===== src/rtl/btn_event_decoder.sv =====
// Centre push-button front end: two-flop synchroniser, debouncer, and a
// click / double-click / long-press classifier with one-cycle event pulses.
module btn_event_decoder #(
    parameter int unsigned DEB_CYCLES  = 1_000_000,
    parameter int unsigned LONG_CYCLES = 100_000_000,
    parameter int unsigned DBL_CYCLES  = 30_000_000,
    parameter int unsigned CW          = 27
) (
    input  logic clk,
    input  logic sw,
    input  logic btnC,
    output logic pressed,
    output logic click,
    output logic dbl_click,
    output logic long_press
);

    localparam logic [CW-1:0] DEB_TC  = CW'(DEB_CYCLES - 1);
    localparam logic [CW-1:0] LONG_TC = CW'(LONG_CYCLES - 1);
    localparam logic [CW-1:0] DBL_TC  = CW'(DBL_CYCLES - 1);

    typedef enum logic [2:0] {
        ST_IDLE,
        ST_HELD1,
        ST_GAP,
        ST_HELD2,
        ST_LONG
    } state_e;

    logic          btn_s1_q;
    logic          btn_s2_q;
    logic          pressed_q;
    logic          pressed_d;
    logic [CW-1:0] deb_cnt_q;
    logic [CW-1:0] deb_cnt_d;
    logic          rise_c;
    logic          fall_c;

    state_e        state_q;
    state_e        state_d;
    logic [CW-1:0] tmr_q;
    logic [CW-1:0] tmr_d;
    logic          click_q;
    logic          click_d;
    logic          dbl_click_q;
    logic          dbl_click_d;
    logic          long_press_q;
    logic          long_press_d;

    // Debounce: pressed follows btn_s2 only after it has differed for DEB_CYCLES edges.
    always_comb begin
        pressed_d = pressed_q;
        deb_cnt_d = deb_cnt_q;
        rise_c    = 1'b0;
        fall_c    = 1'b0;
        if (btn_s2_q == pressed_q) begin
            deb_cnt_d = '0;
        end else if (deb_cnt_q == DEB_TC) begin
            pressed_d = btn_s2_q;
            deb_cnt_d = '0;
            rise_c    = btn_s2_q;
            fall_c    = !btn_s2_q;
        end else begin
            deb_cnt_d = deb_cnt_q + CW'(1);
        end
    end

    always_ff @(posedge clk) begin
        if (sw) begin
            btn_s1_q  <= 1'b0;
            btn_s2_q  <= 1'b0;
            pressed_q <= 1'b0;
            deb_cnt_q <= '0;
        end else begin
            btn_s1_q  <= btnC;
            btn_s2_q  <= btn_s1_q;
            pressed_q <= pressed_d;
            deb_cnt_q <= deb_cnt_d;
        end
    end

    // Gesture classifier; edge strobes win over a timeout on the same cycle.
    always_comb begin
        state_d      = state_q;
        click_d      = 1'b0;
        dbl_click_d  = 1'b0;
        long_press_d = 1'b0;
        case (state_q)
            ST_IDLE: begin
                if (rise_c) state_d = ST_HELD1;
            end
            ST_HELD1: begin
                if (fall_c) begin
                    state_d = ST_GAP;
                end else if (tmr_q == LONG_TC) begin
                    long_press_d = 1'b1;
                    state_d      = ST_LONG;
                end
            end
            ST_GAP: begin
                if (rise_c) begin
                    state_d = ST_HELD2;
                end else if (tmr_q == DBL_TC) begin
                    click_d = 1'b1;
                    state_d = ST_IDLE;
                end
            end
            ST_HELD2: begin
                if (fall_c) begin
                    dbl_click_d = 1'b1;
                    state_d     = ST_IDLE;
                end else if (tmr_q == LONG_TC) begin
                    long_press_d = 1'b1;
                    state_d      = ST_LONG;
                end
            end
            ST_LONG: begin
                if (fall_c) state_d = ST_IDLE;
            end
            default: state_d = ST_IDLE;
        endcase

        if (state_d != state_q) begin
            tmr_d = '0;
        end else if (state_q == ST_HELD1 || state_q == ST_GAP || state_q == ST_HELD2) begin
            tmr_d = tmr_q + CW'(1);
        end else begin
            tmr_d = '0;
        end
    end

    always_ff @(posedge clk) begin
        if (sw) begin
            state_q      <= ST_IDLE;
            tmr_q        <= '0;
            click_q      <= 1'b0;
            dbl_click_q  <= 1'b0;
            long_press_q <= 1'b0;
        end else begin
            state_q      <= state_d;
            tmr_q        <= tmr_d;
            click_q      <= click_d;
            dbl_click_q  <= dbl_click_d;
            long_press_q <= long_press_d;
        end
    end

    assign pressed    = pressed_q;
    assign click      = click_q;
    assign dbl_click  = dbl_click_q;
    assign long_press = long_press_q;

endmodule


===== config.mk =====
export PLATFORM = sky130hd
export DESIGN_NAME = btn_event_decoder
export DESIGN_NICKNAME = d
export VERILOG_FILES = /design/src/rtl/btn_event_decoder.sv
export SDC_FILE = /design/constraint.sdc
export NUM_CORES = 1
export LEC_CHECK = 0
export ABC_AREA = 1
export CORE_ASPECT_RATIO = 1.75
export CORE_MARGIN = 2
export CORE_UTILIZATION = 60
export DETAILED_ROUTE_END_ITERATION = 6
export HOLD_SLACK_MARGIN = 0.03
export PLACE_DENSITY = 0.77
export SYNTH_ARGS = -nofsm -noshare
export SYNTH_HDL_FRONTEND = slang
export SYNTH_SLANG_ARGS = --single-unit
export TNS_END_PERCENT = 5

===== constraint.sdc =====
create_clock -name clk -period 2.9 [get_ports clk]
set_input_delay 0.435 -clock clk [delete_from_list [all_inputs] [get_ports clk]]
set_output_delay 0.435 -clock clk [all_outputs]
set_load 0.01 [all_outputs]

==> impl_metrics.json <==
{
  "hold_slack_ns": 0.404,
  "worstSkewPairLatency_ns": 0.35,
  "drv_cap": 0,
  "critPathKind": "reg2reg",
  "ios": 7,
  "async_flop_share_pct": 0,
  "postCtsSetupRepairBufs": 0,
  "place_area_mm2": 0.00369,
  "die-area_mm2": 0.00662,
  "overflow": 0,
  "utilization_pct": 67.1,
  "fin_nets": 524,
  "status": "finished clean",
  "first_global_vias": 3029,
  "yosysUniqueCellTypes": 29,
  "reg2reg_depth": 14,
  "rows": 37,
  "worstMarginPinSlew_ns": 0.672,
  "gp_congestion": 0.952,
  "drt-pass1-iter-count": 4,
  "crit_required_ns": 3.11,
  "portBuffers": 6,
  "synth-seq-cells": 63,
  "drt_iter0_drc": 128,
  "dp_cells": 586,
  "initial_core_util_pct": 61.3,
  "skew_ns": 0.00633,
  "cts-resized-gates": 0,
  "cts_sinks": 63,
  "postCtsHoldBufs": 0,
  "antenna_cells": 0,
  "holdPathStages": 2,
  "cts_tree": "yes",
  "detail-route-antenna-nets": 0,
  "cts.reportedPaths.clkPinSlew_ns": 0.06,
  "relSlewSlack_pct": 55.2,
  "vias_per_cell": 5.05,
  "grt_pass1_wl_mm": 12.6,
  "rsz0062_at_grt": "false",
  "final-setup-viol-count": 0,
  "fin_crit_sh_pct": 78.5,
  "grt_antenna_before_repair": 0,
  "power_density_mw_per_mm2": 445,
  "core_area_mm2": 0.00583,
  "place_hpwl_mm": 5.50,
  "start_kind": "register",
  "max_freq_ghz": 0.439,
  "cp_data_arrival_time_ns": 2.49,
  "synth_edf_count": 0,
  "drt-total-wl_mm": 7.15,
  "yosysSeqAreaShare_pct": 35.3,
  "tns_ns": 0,
  "hold_viol": 0,
  "cts_buffer_depth": 2,
  "drive_gt1_share_pct": 13.5,
  "drv_slew": 0,
  "areaGrowthSynthToFinish_pct": 9.34,
  "die_w_um": 62.4,
  "fill_cells": 531,
  "synthCells": 506,
  "synth_warnings": 0,
  "final_area_mm2": 0.00391,
  "drt-wirelength-per-cell_um": 11.9,
  "syn-cell-area_mm2": 0.00358,
  "cts_made_buffers": 9,
  "leakagePower_nw": 1.31,
  "crit_path_end_kind": "register",
  "vias": 3042,
  "grt_max_degree": 28,
  "fin_cells": 602,
  "hp-class": "reg2reg",
  "synth_nets": 511,
  "htree_levels": 3,
  "die_h_um": 106,
  "grt_usage_pct": 24.0,
  "avgSynthCellArea_um2": 7.07,
  "fin_crit_ns": 2.28,
  "ys.flop_type": "dfxtp_1",
  "ir_drop_mv": 0.315,
  "route.detailed.drc": 0,
  "critPathMaxFanout": 27,
  "root_buffer": "clkbuf_8"
}
==> flip-flops by register name, summed over array words and instances (netlist names) <==
name and count:
click 1, pressed 1, btn_s1_q 1, deb_cnt_q 27
dbl_click 1, tmr_q 27, long_press 1, state_q 3
btn_s2_q 1
==> cells in the final DEF, fill, tap and decap left out <==
cell              n
a211oi_1          2
a21oi_1          16
a21oi_2           1
buf_4             1
bufinv_16         2
clkbuf_1          2
clkbuf_8         11
clkdlybuf4s50_1   6
clkinv_2          1
dfxtp_1          63
ha_1              2
inv_1            81
inv_2             2
nand2_1          94
nand2_2           6
nand2_4           1
nand3_1          31
nand3_2           6
nand3b_1          1
nand4_1          12
nor2_1           78
nor2_2           13
nor2_4           23
nor3_1           18
nor3_2            1
nor3b_1           3
nor3b_2           1
nor4_1            4
o21a_1            1
o21ai_0           8
o21ai_1           1
or2_2             2
xnor2_1           9
xor2_1           21
==> synth_stat cells (3+ instances only) <==
cell type  instances  area [µm²]
buf_2              3        15.0
nand3_2            6        60.1
a21oi_1           16        80.1
nor2_2            13        81.3
nor2_1            78         293
nor2_4            23         259
nand3_1           31         155
nor3b_1            3        22.5
xor2_1            21         184
o21ai_0            9        45.0
nor4_1             4        25.0
xnor2_1            9        78.8
nand2_1           94         353
nand4_1           12        75.1
nor3_1            18        90.1
inv_1             81         304
nand2_2            6        37.5
dfxtp_1           63        1260
==> metal layers <==
metal / wire length, µm / part of all wire [%] / global-route usage, % / up-vias
met4: 217 / 3.0 / 14.4 / 0
met5: 0 / 0 / 0 / -
li1: - / - / - / 1597
met1: 2730 / 38 / 23.2 / 1377
met2: 3990 / 56 / 45.5 / 50
met3: 206 / 2.9 / 5.29 / 18
==> power by group <==
| part | switching (mW) | internal (mW) | leakage, nW |
|---|---|---|---|
| Clock | 0.328 | 0.530 | 0.114 |
| Sequential | 0.00108 | 0.867 | 0.508 |
| Combinational | 0.00824 | 0.00469 | 0.684 |
==> kinds of logic (layout without fill, tap and decap cells) <==
kind of cell,count (synthesis),after routing,synth area share [%]
DFF,63,63,35.3
buffers and inverters,88,106,10.2
adders and majority gates,2,2,0.699
and+or+nand+nor,294,294,42.1
xor gates and xnor gates,30,30,7.35
AOI/OAI and AO/OA,29,29,4.37
==> worst max-delay path, cell delays in order (launching register included) <==
cell and delay, ns:
dfxtp_1 0.35, ha_1 0.19, nand2_1 0.08, nor2_2 0.16, nand3_1 0.18, nor2_1 0.15, nand2_1 0.07, nand2_1 0.06
nand2_1 0.04, nand2_1 0.09, nand2_1 0.06, nand2_1 0.07, nand2_2 0.06, nand2_4 0.49, nor2_1 0.09
==> final cells by class <==
cell class                      instances  area (µm²)  area share (%)
Multi-Input combinational cell        355        1950            49.8
Sequential cell                        63        1260            32.2
Inverter                               83         312            7.97
Clock buffer                           13         159            4.06
Tap cell                               78        97.6            2.50
Timing Repair Buffer                    7        67.6            1.73
Clock inverter                          3        65.1            1.66
==> worst paths after layout <==
path                            slack, ns                   to                start
worst min-delay path                 0.40  btn_s2_q$_SDFF_PP0_  btn_s1_q$_SDFF_PP0_
worst min register to register       0.40  btn_s2_q$_SDFF_PP0_  btn_s1_q$_SDFF_PP0_
worst max-delay path                 0.62  tmr_q[3]$_SDFF_PP0_  tmr_q[0]$_SDFF_PP0_
worst max register to register       0.62  tmr_q[3]$_SDFF_PP0_  tmr_q[0]$_SDFF_PP0_
==> through the flow <==
step / setup WS [ns] / power, mW
after global placement: 0.703 / 0.900
after CTS: 0.572 / 1.76
after global routing: 0.381 / 1.79
final: 0.623 / 1.74
after detailed placement: 0.587 / 0.900
after floorplan: 1.11 / 0.894
Note: power is estimated with default switching activity, not from simulation.
